[config.mk]
export PLATFORM = sky130hd
export DESIGN_NAME = gcd_mmap_v2_flat
export DESIGN_NICKNAME = d
export VERILOG_FILES = /design/src/rtl/gcd_mmap_v2_pkg.sv /design/src/rtl/gcd_mmap_v2_if.sv /design/src/rtl/gcd_mmap_v2_core.sv /design/src/rtl/gcd_mmap_v2.sv /design/src/flat_wrapper.sv
export SDC_FILE = /design/constraint.sdc
export NUM_CORES = 1
export LEC_CHECK = 0
export BUFFER_PORTS_ARGS = -buffer_cell sky130_fd_sc_hd__buf_2
export CAP_MARGIN = 20
export CORE_AREA = 5 5 161 163
export DETAILED_ROUTE_END_ITERATION = 8
export DIE_AREA = 0 0 166 168
export HOLD_SLACK_MARGIN = 0.12
export PLACE_DENSITY = 0.8
export SETUP_SLACK_MARGIN = 0.15
export SLEW_MARGIN = 20
export SYNTH_ARGS = -nofsm -noshare
export SYNTH_HDL_FRONTEND = slang
export SYNTH_HIERARCHICAL = 1
export SYNTH_SLANG_ARGS = --single-unit
[constraint.sdc]
create_clock -name clk -period 5.5 [get_ports clk]
set_input_delay 0.55 -clock clk [delete_from_list [all_inputs] [get_ports clk]]
set_output_delay 0.55 -clock clk [all_outputs]
set_load 0.005 [all_outputs]
[src/rtl/gcd_mmap_v2_pkg.sv]
// GCD accelerator shared definitions: register offsets, STATUS bit positions, FSM states.
// Latency: n/a (constants and types only).
// Backpressure: n/a.
package gcd_mmap_pkg;

  // Register offsets after masking with MMAP_RANG
  localparam logic [31:0] OFF_STATUS = 32'h0000_0000;
  localparam logic [31:0] OFF_Y      = 32'h0000_0004;
  localparam logic [31:0] OFF_A      = 32'h0000_0008;
  localparam logic [31:0] OFF_B      = 32'h0000_000C;
  localparam logic [31:0] OFF_START  = 32'h0000_0010;
  localparam logic [31:0] OFF_CYCLES = 32'h0000_0014;
  localparam logic [31:0] OFF_CTRL   = 32'h0000_0018;

  // STATUS bit positions
  localparam int ST_BUSY = 0;
  localparam int ST_DONE = 1;
  localparam int ST_ERR  = 2;
  localparam int ST_IE   = 3;

  // CTRL bit positions
  localparam int CTRL_IE = 0;

  typedef enum logic {
    IDLE = 1'b0,
    CALC = 1'b1
  } state_e;

endpackage

[src/rtl/gcd_mmap_v2_if.sv]
// PicoRV32 native memory bus slice for one peripheral window (decoder select included).
// Latency: n/a (wiring only).
// Backpressure: master holds valid until the slave returns a one-cycle ready.
interface gcd_mmap_v2_if;
  logic        en;
  logic [31:0] addr;
  logic        valid;
  logic [3:0]  wstrb;
  logic [31:0] wdata;
  logic        ready;
  logic [31:0] rdata;

  modport master (output en, addr, valid, wstrb, wdata, input ready, rdata);
  modport slave  (input en, addr, valid, wstrb, wdata, output ready, rdata);
endinterface

[src/rtl/gcd_mmap_v2_core.sv]
// GCD engine: repeated compare/subtract, one step per clock, with saturating step counter.
// Latency: result and done_pulse after sum-of-Euclid-quotients CALC cycles (1 if an operand is 0).
// Backpressure: start is ignored while busy; the running operation is never disturbed.
module gcd_core
  import gcd_mmap_pkg::*;
#(
  parameter int WIDTH = 32,
  parameter int CNT_W = 32
) (
  input  logic             clk,
  input  logic             rst_n,
  input  logic             start,
  input  logic [WIDTH-1:0] a_in,
  input  logic [WIDTH-1:0] b_in,
  output logic             busy,
  output logic             done_pulse,
  output logic             err_pulse,
  output logic [WIDTH-1:0] y,
  output logic [CNT_W-1:0] cycles
);

  state_e           state_q, state_d;
  logic [WIDTH-1:0] a_q, a_d, b_q, b_d, y_q, y_d;
  logic [CNT_W-1:0] cyc_q, cyc_d;

  // Next-state: load working copies on start, then one compare/subtract per cycle
  always_comb begin
    state_d    = state_q;
    a_d        = a_q;
    b_d        = b_q;
    y_d        = y_q;
    cyc_d      = cyc_q;
    done_pulse = 1'b0;
    err_pulse  = 1'b0;
    case (state_q)
      IDLE: begin
        if (start) begin
          a_d     = a_in;
          b_d     = b_in;
          cyc_d   = '0;
          state_d = CALC;
        end
      end
      CALC: begin
        // The final compare cycle counts too, so increment unconditionally
        cyc_d = (cyc_q == {CNT_W{1'b1}}) ? cyc_q : cyc_q + 1'b1;
        if (a_q == '0 || b_q == '0) begin
          y_d        = a_q | b_q;
          done_pulse = 1'b1;
          err_pulse  = ((a_q | b_q) == '0);
          state_d    = IDLE;
        end else if (a_q == b_q) begin
          y_d        = a_q;
          done_pulse = 1'b1;
          state_d    = IDLE;
        end else if (a_q > b_q) begin
          a_d = a_q - b_q;
        end else begin
          b_d = b_q - a_q;
        end
      end
      default: state_d = IDLE;
    endcase
  end

  // State and datapath registers; reset aborts any calculation
  always_ff @(posedge clk) begin
    if (!rst_n) begin
      state_q <= IDLE;
      a_q     <= '0;
      b_q     <= '0;
      y_q     <= '0;
      cyc_q   <= '0;
    end else begin
      state_q <= state_d;
      a_q     <= a_d;
      b_q     <= b_d;
      y_q     <= y_d;
      cyc_q   <= cyc_d;
    end
  end

  assign busy   = (state_q == CALC);
  assign y      = y_q;
  assign cycles = cyc_q;

endmodule

[src/rtl/gcd_mmap_v2.sv]
// Memory-mapped GCD peripheral: bus decode, operand shadows, STATUS/CTRL, level irq.
// Latency: every accepted access is acked one cycle later with registered ready/rdata.
// Backpressure: only a Y read with BLOCKING_READ=1 while busy is held un-acked until idle.
module gcd_mmap_v2
  import gcd_mmap_pkg::*;
#(
  parameter int          WIDTH         = 32,
  parameter int          CNT_W         = 32,
  parameter int unsigned BLOCKING_READ = 0,
  parameter logic [31:0] MMAP_RANG     = 32'h0000_ffff
) (
  input  logic          clk,
  input  logic          rst_n,
  gcd_mmap_v2_if.slave  bus,
  output logic          irq
);

  logic [WIDTH-1:0] a_sh_q, a_sh_d, b_sh_q, b_sh_d;
  logic             ie_q, ie_d, done_q, done_d, err_q, err_d;
  logic             ready_q, ready_d;
  logic [31:0]      rdata_q, rdata_d;

  logic [31:0]      offset, status, rd_mux;
  logic             is_wr, req, y_hold, acc, wr_acc, core_start;
  logic             busy, done_pulse, err_pulse;
  logic [WIDTH-1:0] core_y;
  logic [CNT_W-1:0] core_cycles;

  gcd_core #(.WIDTH(WIDTH), .CNT_W(CNT_W)) u_core (
    .clk        (clk),
    .rst_n      (rst_n),
    .start      (core_start),
    .a_in       (a_sh_q),
    .b_in       (b_sh_q),
    .busy       (busy),
    .done_pulse (done_pulse),
    .err_pulse  (err_pulse),
    .y          (core_y),
    .cycles     (core_cycles)
  );

  // Bus decode: accept one request per ack, deferring blocking Y reads while busy
  always_comb begin
    offset     = bus.addr & MMAP_RANG;
    is_wr      = |bus.wstrb;
    req        = bus.en & bus.valid & ~ready_q;
    y_hold     = (BLOCKING_READ != 0) && busy && !is_wr && (offset == OFF_Y);
    acc        = req && !y_hold;
    wr_acc     = acc && is_wr;
    core_start = wr_acc && (offset == OFF_START);
  end

  // Register file update, read mux and sticky status
  always_comb begin
    a_sh_d = a_sh_q;
    b_sh_d = b_sh_q;
    ie_d   = ie_q;
    done_d = done_q;
    err_d  = err_q;

    status          = '0;
    status[ST_BUSY] = busy;
    status[ST_DONE] = done_q;
    status[ST_ERR]  = err_q;
    status[ST_IE]   = ie_q;

    rd_mux = '0;
    case (offset)
      OFF_STATUS: rd_mux = status;
      OFF_Y:      rd_mux = 32'(core_y);
      OFF_A:      rd_mux = 32'(a_sh_q);
      OFF_B:      rd_mux = 32'(b_sh_q);
      OFF_CYCLES: rd_mux = 32'(core_cycles);
      OFF_CTRL:   rd_mux = {31'd0, ie_q};
      default:    rd_mux = '0;
    endcase

    // Shadows take writes at any time; the core only samples them on start
    if (wr_acc) begin
      case (offset)
        OFF_A:    a_sh_d = bus.wdata[WIDTH-1:0];
        OFF_B:    b_sh_d = bus.wdata[WIDTH-1:0];
        OFF_CTRL: ie_d   = bus.wdata[CTRL_IE];
        OFF_STATUS: begin
          if (bus.wdata[ST_DONE]) done_d = 1'b0;
          if (bus.wdata[ST_ERR])  err_d  = 1'b0;
        end
        default: ;
      endcase
    end

    // A start that the core actually takes clears the previous outcome
    if (core_start && !busy) begin
      done_d = 1'b0;
      err_d  = 1'b0;
    end

    // Completion beats a simultaneous W1C
    if (done_pulse) done_d = 1'b1;
    if (err_pulse)  err_d  = 1'b1;

    ready_d = acc;
    rdata_d = (acc && !is_wr) ? rd_mux : '0;
  end

  // Registered bus response and register state
  always_ff @(posedge clk) begin
    if (!rst_n) begin
      a_sh_q  <= '0;
      b_sh_q  <= '0;
      ie_q    <= 1'b0;
      done_q  <= 1'b0;
      err_q   <= 1'b0;
      ready_q <= 1'b0;
      rdata_q <= '0;
    end else begin
      a_sh_q  <= a_sh_d;
      b_sh_q  <= b_sh_d;
      ie_q    <= ie_d;
      done_q  <= done_d;
      err_q   <= err_d;
      ready_q <= ready_d;
      rdata_q <= rdata_d;
    end
  end

  assign bus.ready = ready_q;
  assign bus.rdata = rdata_q;
  assign irq       = ie_q & done_q;

endmodule
[src/flat_wrapper.sv]
// flat-port wrapper written by rule: the top's interface ports become plain ports
module gcd_mmap_v2_flat import gcd_mmap_pkg::*;
#(
  parameter int          WIDTH         = 32,
  parameter int          CNT_W         = 32,
  parameter int unsigned BLOCKING_READ = 0,
  parameter logic [31:0] MMAP_RANG     = 32'h0000_ffff
)
  (clk, rst_n, irq, bus_en, bus_addr, bus_valid, bus_wstrb, bus_wdata, bus_ready, bus_rdata);
  gcd_mmap_v2_if bus_i ();
  input  logic clk;
  input  logic rst_n;
  output logic irq;
  input wire logic [$bits(bus_i.en)-1:0] bus_en;
  input wire logic [$bits(bus_i.addr)-1:0] bus_addr;
  input wire logic [$bits(bus_i.valid)-1:0] bus_valid;
  input wire logic [$bits(bus_i.wstrb)-1:0] bus_wstrb;
  input wire logic [$bits(bus_i.wdata)-1:0] bus_wdata;
  output wire logic [$bits(bus_i.ready)-1:0] bus_ready;
  output wire logic [$bits(bus_i.rdata)-1:0] bus_rdata;
  assign bus_i.en = bus_en;
  assign bus_i.addr = bus_addr;
  assign bus_i.valid = bus_valid;
  assign bus_i.wstrb = bus_wstrb;
  assign bus_i.wdata = bus_wdata;
  assign bus_ready = bus_i.ready;
  assign bus_rdata = bus_i.rdata;
  gcd_mmap_v2 #(.WIDTH(WIDTH), .CNT_W(CNT_W), .BLOCKING_READ(BLOCKING_READ), .MMAP_RANG(MMAP_RANG)) u_core (.clk(clk), .rst_n(rst_n), .bus(bus_i), .irq(irq));
endmodule
==> results of run 1 <==
-- per-stage QoR --
stage	worst slack (ns)	instance area, µm²	utilization
after floorplan	1.90	14700	-
after global placement	1.56	15200	0.629
final	1.40	16100	0.665
after global routing	1.19	16100	0.665
after CTS	1.48	16100	0.665
after detailed placement	1.50	15200	0.629
-- cell families (layout without fill, tap and decap cells) --
kind of cell,count (synthesis),in the layout,synth area share
simple gates,630,630,0.203
compound gates,444,444,0.207
flops,229,229,0.311
buf+inv,226,253,0.0637
mux,133,133,0.0935
fa+ha+maj,98,98,0.0842
xor+xnor,64,64,0.0380
-- tightest hold or removal path, delay by kind of cell --
family | cells | cell delay, ns
buffers and inverters | 1 | 0.09
and+or+nand+nor | 1 | 0.06
muxes | 1 | 0.06
-- layout by cell type, fill, tap and decap left out, drive strengths merged, types with 7 or more instances in the layout --
| cell type | instances |
|---|---|
| a211o | 12 |
| clkbuf | 29 |
| mux2i | 126 |
| nand2b | 7 |
| a21oi | 159 |
| inv | 106 |
| a31oi | 11 |
| a211oi | 22 |
| nor2 | 144 |
| xnor2 | 54 |
| nand2 | 272 |
| o31ai | 20 |
| nor4 | 36 |
| a21boi | 9 |
| o32ai | 9 |
| o32a | 26 |
| nand3 | 34 |
| nor3 | 25 |
| buf | 106 |
| nand4 | 27 |
| nor2b | 9 |
| o21ai | 34 |
| ha | 96 |
| a21o | 11 |
| and4 | 7 |
| or3 | 10 |
| or4 | 8 |
| and3 | 15 |
| xor2 | 10 |
| o21a | 7 |
| o21bai | 21 |
| dfxtp | 229 |
| o211ai | 67 |
-- power by group through the flow --
| stage | Sequential [mW] | Combinational (mW) | Clock [mW] |
|---|---|---|---|
| 2_1_floorplan | 1.70 | 0.0621 | 0 |
| 3_3_place_gp | 1.70 | 0.0978 | 0 |
| 3_5_place_dp | 1.70 | 0.0992 | 0 |
| 4_1_cts | 1.66 | 0.100 | 1.79 |
| 5_1_grt | 1.66 | 0.110 | 1.87 |
| 6_report | 1.66 | 0.102 | 1.77 |
-- final cells by class --
| cell class | instances | area [µm²] | area share |
|---|---|---|---|
| tap | 324 | 405 | 0.0252 |
| clock buffer | 29 | 661 | 0.0411 |
| multi-input combinational | 1369 | 9250 | 0.575 |
| clock inverter | 14 | 208 | 0.0129 |
| sequential | 229 | 4590 | 0.285 |
| timing repair buffer | 106 | 576 | 0.0358 |
| inverter | 104 | 390 | 0.0243 |
-- worst max-delay path by stage --
stage | start | end | slack [ns] | cells past startpoint
finish | u_core/u_core/a_q[0] | u_core/u_core/b_q[25] | 1.40 | 13
global placement | u_core/u_core/a_q[0] | u_core/u_core/b_q[25] | 1.56 | 13
global route | u_core/u_core/a_q[0] | u_core/u_core/b_q[25] | 1.19 | 13
detailed placement | bus_addr[9] | u_core/u_core/a_q[15] | 1.50 | 11
CTS | u_core/u_core/a_q[0] | u_core/u_core/b_q[25] | 1.48 | 13
floorplan | bus_addr[9] | u_core/u_core/a_q[0] | 1.90 | 9
-- routing by layer --
layer | up-vias | GRT usage | part of all wire | routed length (µm)
met5 | - | 0 | 0 | 0
met4 | 0 | 0.173 | 0.064 | 3000
met3 | 171 | 0.0424 | 0.075 | 3550
met2 | 723 | 0.547 | 0.47 | 22300
met1 | 6617 | 0.395 | 0.39 | 18200
li1 | 6507 | - | - | -
-- flip-flops by register name, indices dropped and copies added, names as in the netlist --
name                  count
u_core/a_sh_q            32
u_core/b_sh_q            32
u_core/bus.rdata         32
u_core/bus.ready          1
u_core/done_q             1
u_core/err_q              1
u_core/ie_q               1
u_core/u_core/a_q        32
u_core/u_core/b_q        32
u_core/u_core/busy        1
u_core/u_core/cycles     32
u_core/u_core/y          32
==> impl_metrics.yaml, run 1 <==
outcome:
  status: "finished clean"
cts:
  cts_setup_buffers: 0
  numCtsBuffers: 24
  cts.sinks: 229
  htree_levels: 1
  cts.reportedPaths.clkPinSlew_ns: 0.06
  ctsHoldBuffers: 0
  cts_root_buf: "clkbuf_16"
  clkLatencyLatePin_ns: 0.51
  cts_resized: 0
  cts-root-to-sink-buffers: 3
  tritoncts: "done"
worst_setup_path:
  worst_setup_path_start_kind: "flip-flop"
  cpPeakStageDelay_ns: 0.70
  arrival_ns: 4.45
  critical_path_class: "flip-flop to flip-flop"
  cp.buffers_inverters: 2
  cpMaxStageDelayCell: "o31a_1"
  path_common_cell: "nor3_1"
  cp.required_ns: 5.85
  rrSetupSlack_ns: 1.40
  reg2reg_depth: 13
  reg2reg_to: "u_core/u_core/b_q[25]"
  cp-end-kind: "flip-flop"
  crit_path_max_fanout: 27
  crit_chain: "inv_1 -> ha_1 -> fa_1 -> nor3_1 -> o31ai_1 -> nand3_1 -> a21boi_2 -> nor4_2 -> o31a_1 -> buf_4 -> nor3_1 -> mux2i_1 -> a21oi_1"
  rr_startpoint: "u_core/u_core/a_q[0]"
  crit_family: "compound AO/OA/AOI/OAI gates"
route:
  wire_per_inst_um: 21.6
  drc_errors: 0
  drt_iter0_markers: 1565
  ant_nets: 0
  first_pass_iters: 7
  vias: 14000
  viasPerCell: 6.45
  routed_wl_um: 47100
hold_path:
  hold_end: "u_core/b_sh_q[5]"
  min_path_cells: 3
  hold_path.class: "primary input to flip-flop"
  hp-start: "bus_wdata[5]"
power:
  switching_share: 0.212
  p_switching_mw: 0.747
  max-vdd-ir-drop_mv: 0.216
  intPower_mw: 2.78
  seqPwrFrac: 0.470
  p_leak_nw: 6.20
  p_per_area_nw_per_um2: 220
  finalPower_mw: 3.53
  power_frac_clock: 0.501
  pwr-share-comb: 0.029
job:
  drv_cap: 0
layout:
  num_antenna_cells: 0
  area_growth_syn_to_layout_pct: 9.05
  stdcell_count: 2175
  n_fill_cell: 2003
  nets: 2004
  drive_gt1_frac: 0.110
placed_design:
  dp_cells: 2132
  portBuffers: 89
  gp_congestion: 0.947
  dp_hpwl_um: 35100
die:
  initial_core_util: 0.610
  ios: 106
  core_area_um2: 24200
  die_h_um: 168
  die_x_um: 166
  num_rows: 57
  die_area_um2: 27900
synthesis:
  synth_common_cells: "nand2_1, dfxtp_1, a21oi_1"
  synth_top_area_cell: "dfxtp_1"
  avgSynthCellArea_um2: 8.08
  yosys.area.top_type_share: 0.311
  yosysWarnings: 6
  ys_seq_area_frac: 0.311
  ys_types: 91
  synth_edf_count: 0
  ys.flop_type: "dfxtp_1"
  yosysMostFrequentCell: "nand2_1"
  synth.net_count: 1994
  synthTopCellsByArea: "dfxtp_1, mux2i_1, ha_1, nand2_1, a21oi_1"
  synth_area_um2: 14700
  async_flop_share: 0
  syn_inst: 1824
  ys_ff_latch: 229
timing:
  period_minus_slack_ns: 4.10
  hold_slack_ns: 0.303
  worst_pin_slew_ns: 1.13
  final_max_slew_viol_count: 0
  maxSlewHeadroom: 0.245
  rsz0062_at_grt: "no"
  fmax_mhz: 244
  hold_viol: 0
  fin_skew_ns: 0.0127
  setup_violations: 0
  tns_ns: 0
  post-route-period-util: 0.746
global_route:
  grt_max_degree: 69
  gr-total-overflow: 0
  antenna_found_initial: 0
  grtUsageTotal: 0.321
  grt_pass1_vias: 13400
  grt_first_pass_wirelength_um: 73300
Power figures use the tool's default switching activity.
==> run 2, diff against run 1 <==
--- a/config.mk
+++ b/config.mk
@@ -5,13 +5,14 @@
 export SDC_FILE = /design/constraint.sdc
 export NUM_CORES = 1
 export LEC_CHECK = 0
+export ABC_AREA = 1
 export BUFFER_PORTS_ARGS = -buffer_cell sky130_fd_sc_hd__buf_2
 export CAP_MARGIN = 20
-export CORE_AREA = 5 5 161 163
+export CORE_AREA = 5 5 176 178
 export DETAILED_ROUTE_END_ITERATION = 8
-export DIE_AREA = 0 0 166 168
+export DIE_AREA = 0 0 181 183
 export HOLD_SLACK_MARGIN = 0.12
-export PLACE_DENSITY = 0.8
+export PLACE_DENSITY = 0.77
 export SETUP_SLACK_MARGIN = 0.15
 export SLEW_MARGIN = 20
 export SYNTH_ARGS = -nofsm -noshare
==> constraint.sdc (replaced) <==
create_clock -name clk -period 3.53 [get_ports clk]
set_input_delay 0.353 -clock clk [delete_from_list [all_inputs] [get_ports clk]]
set_output_delay 0.353 -clock clk [all_outputs]
set_load 0.005 [all_outputs]
==> run 2 against run 1 <==
  * Clock skew is 0.00067 ns lower
  * Sequential share of layout area is 2.7 points lower
  * Critical path depth up 4
  * Highest routed layer unchanged
  * Worst hold slack lost 0.18 ns
  * Synthesized cell count is 41% higher
==> impl_metrics.yaml, run 2 <==
outcome:
  status: "finished clean"
die:
  core_area_um2: 29200
  die_area_um2: 33100
  die_x_um: 181
  die_h_um: 183
  num_rows: 63
  initial_core_util: 0.549
  ios: 106
layout:
  seq_area_um2: 4590
  drive_gt1_frac: 0.0966
  final_core_util: 0.608
  n_fill_cell: 2830
  layout_common_cells: "nand2_1, nor2_1, inv_1"
  num_antenna_cells: 0
  nets: 2813
  final_common_cell: "nand2_1"
  area_growth_syn_to_layout_pct: 10.7
  multiInputGateArea_um2: 9670
synthesis:
  synth_top_family_by_area: "simple AND/OR/NAND/NOR gates"
  yosysMostFrequentCell: "nand2_1"
  ys.flop_type: "dfxtp_1"
  yosys.area_share.simple: 0.366
  synth_common_cells: "nand2_1, nor2_1, inv_1"
  synth_xor_area_frac: 0.00327
  avgSynthCellArea_um2: 6.23
  ys_types: 52
  yosysWarnings: 6
  muxShareOfSynthArea: 0
  syn_inst: 2576
  synth.net_count: 2746
  synth_top_area_cell: "dfxtp_1"
  synth_adder_area_share: 0.0773
  ys_ff_latch: 229
  async_flop_share: 0
  ys_seq_area_frac: 0.286
  synth_area_um2: 16100
  yosys.area.top_type_share: 0.286
  synthTopCellsByArea: "dfxtp_1, nand2_1, nor2_1, ha_1, inv_1"
  synth_compound_area_frac: 0.155
  synth_edf_count: 0
cts:
  cts.sinks: 229
  clkLatencyLatePin_ns: 0.53
  cts-root-to-sink-buffers: 3
  cts_root_buf: "clkbuf_16"
  tritoncts: "done"
  cts_setup_buffers: 0
  cts.reportedPaths.clkPinSlew_ns: 0.06
  htree_levels: 1
  numCtsBuffers: 24
power:
  p_leak_nw: 7.77
  p_per_area_nw_per_um2: 310
  max-vdd-ir-drop_mv: 0.441
timing:
  tns_ns: 0
  fmax_mhz: 310
  setup_violations: 0
  worst_pin_slew_ns: 0.836
  fin_skew_ns: 0.0120
  rsz0062_at_grt: "no"
  period_minus_slack_ns: 3.23
  hold_viol: 0
  final_max_slew_viol_count: 0
  post-route-period-util: 0.914
  maxSlewHeadroom: 0.442
route:
  drt_iter0_markers: 2107
  viasPerCell: 5.79
  vias: 17700
  drc_errors: 0
  first_pass_iters: 6
  routed_wl_um: 59300
  wire_per_inst_um: 19.5
  ant_nets: 0
worst_setup_path:
  worst_setup_path_start_kind: "flip-flop"
  cp.required_ns: 3.95
  critical_path_class: "flip-flop to flip-flop"
  cp-end-kind: "flip-flop"
  crit_path_max_fanout: 18
  arrival_ns: 3.64
global_route:
  grt_first_pass_wirelength_um: 91600
  grt_max_degree: 89
  gr-total-overflow: 0
  antenna_found_initial: 0
  grtUsageTotal: 0.344
  grt_pass1_vias: 16500
placed_design:
  dp_hpwl_um: 45300
  gp_congestion: 1.03
  portBuffers: 89
job:
  drv_cap: 0
hold_path:
  hold_path.class: "primary input to flip-flop"
[run 2: critical path, cell delays in order, from the launching register on]
cell and delay (ns):
dfxtp_1 0.55, inv_1 0.13, ha_1 0.32, fa_1 0.48
inv_1 0.11, nand2_1 0.06, nand2_1 0.11, nand2_1 0.06
nand2_1 0.13, nand2_1 0.08, nand2_2 0.12, nand2_1 0.06
nand2_1 0.09, nand2_1 0.07, nand2_2 0.18, clkinv_2 0.32
nor2_1 0.19, nor2_1 0.06
[run 2: final timing paths]
path                        startpoint                    to  slack (ns)  cells past startpoint
hold / removal           bus_wdata[30]     u_core/a_sh_q[30]        0.12                      3
hold reg to reg      u_core/a_sh_q[20]     u_core/a_sh_q[20]        0.48                      2
setup reg to reg  u_core/u_core/a_q[0]  u_core/u_core/a_q[7]        0.30                     17
setup / recovery  u_core/u_core/a_q[0]  u_core/u_core/a_q[7]        0.30                     17
[run 2: timing repair]
| item | 4_1_cts | 5_1_grt |
|---|---|---|
| endpoints found under the hold margin | 29 | 0 |
| hold buffers | 26 | 0 |
| resized for setup | 0 | 3 |
| setup endpoints to repair | 0 | 3 |
[run 2: area by class of cell]
| class | instances | area share |
|---|---|---|
| clock buffer | 36 | 0.0403 |
| multi-input combinational | 1923 | 0.544 |
| clock inverter | 7 | 0.00774 |
| tap | 390 | 0.0275 |
| sequential | 229 | 0.258 |
| timing repair buffer | 144 | 0.0541 |
| inverter | 321 | 0.0681 |
[run 2: logic make-up (layout without fill, tap and decap cells)]
group	after synthesis	after routing
buf+inv	424	508
compound gates	455	455
simple gates	1364	1364
flops	229	229
fa+ha+maj	98	98
xor+xnor	6	6
[run 2: per-stage QoR]
step	instance area, µm²	worst slack [ns]	power [mW]	cells	hold WS [ns]
6_report	17800	0.303	5.51	3050	0.123
5_1_grt	17800	0.215	5.66	3050	0.131
2_1_floorplan	16100	1.17	2.71	2576	0.444
3_3_place_gp	16600	0.406	2.78	2981	0.458
3_5_place_dp	16600	0.362	2.78	2981	0.469
4_1_cts	17800	0.337	5.52	3050	0.121
[run 2: power by group]
group / switching [mW] / total, mW / internal, mW / leakage, nW
logic: 0.101 / 0.162 / 0.0608 / 5.51
clock network: 1.08 / 2.77 / 1.69 / 0.416
registers: 0.000280 / 2.58 / 2.58 / 1.84
[run 2: routing by layer]
layer / GRT usage / wire length [µm]
met5: 0 / 0
met4: 0.116 / 2340
met3: 0.0387 / 5810
met2: 0.534 / 25100
met1: 0.500 / 26100
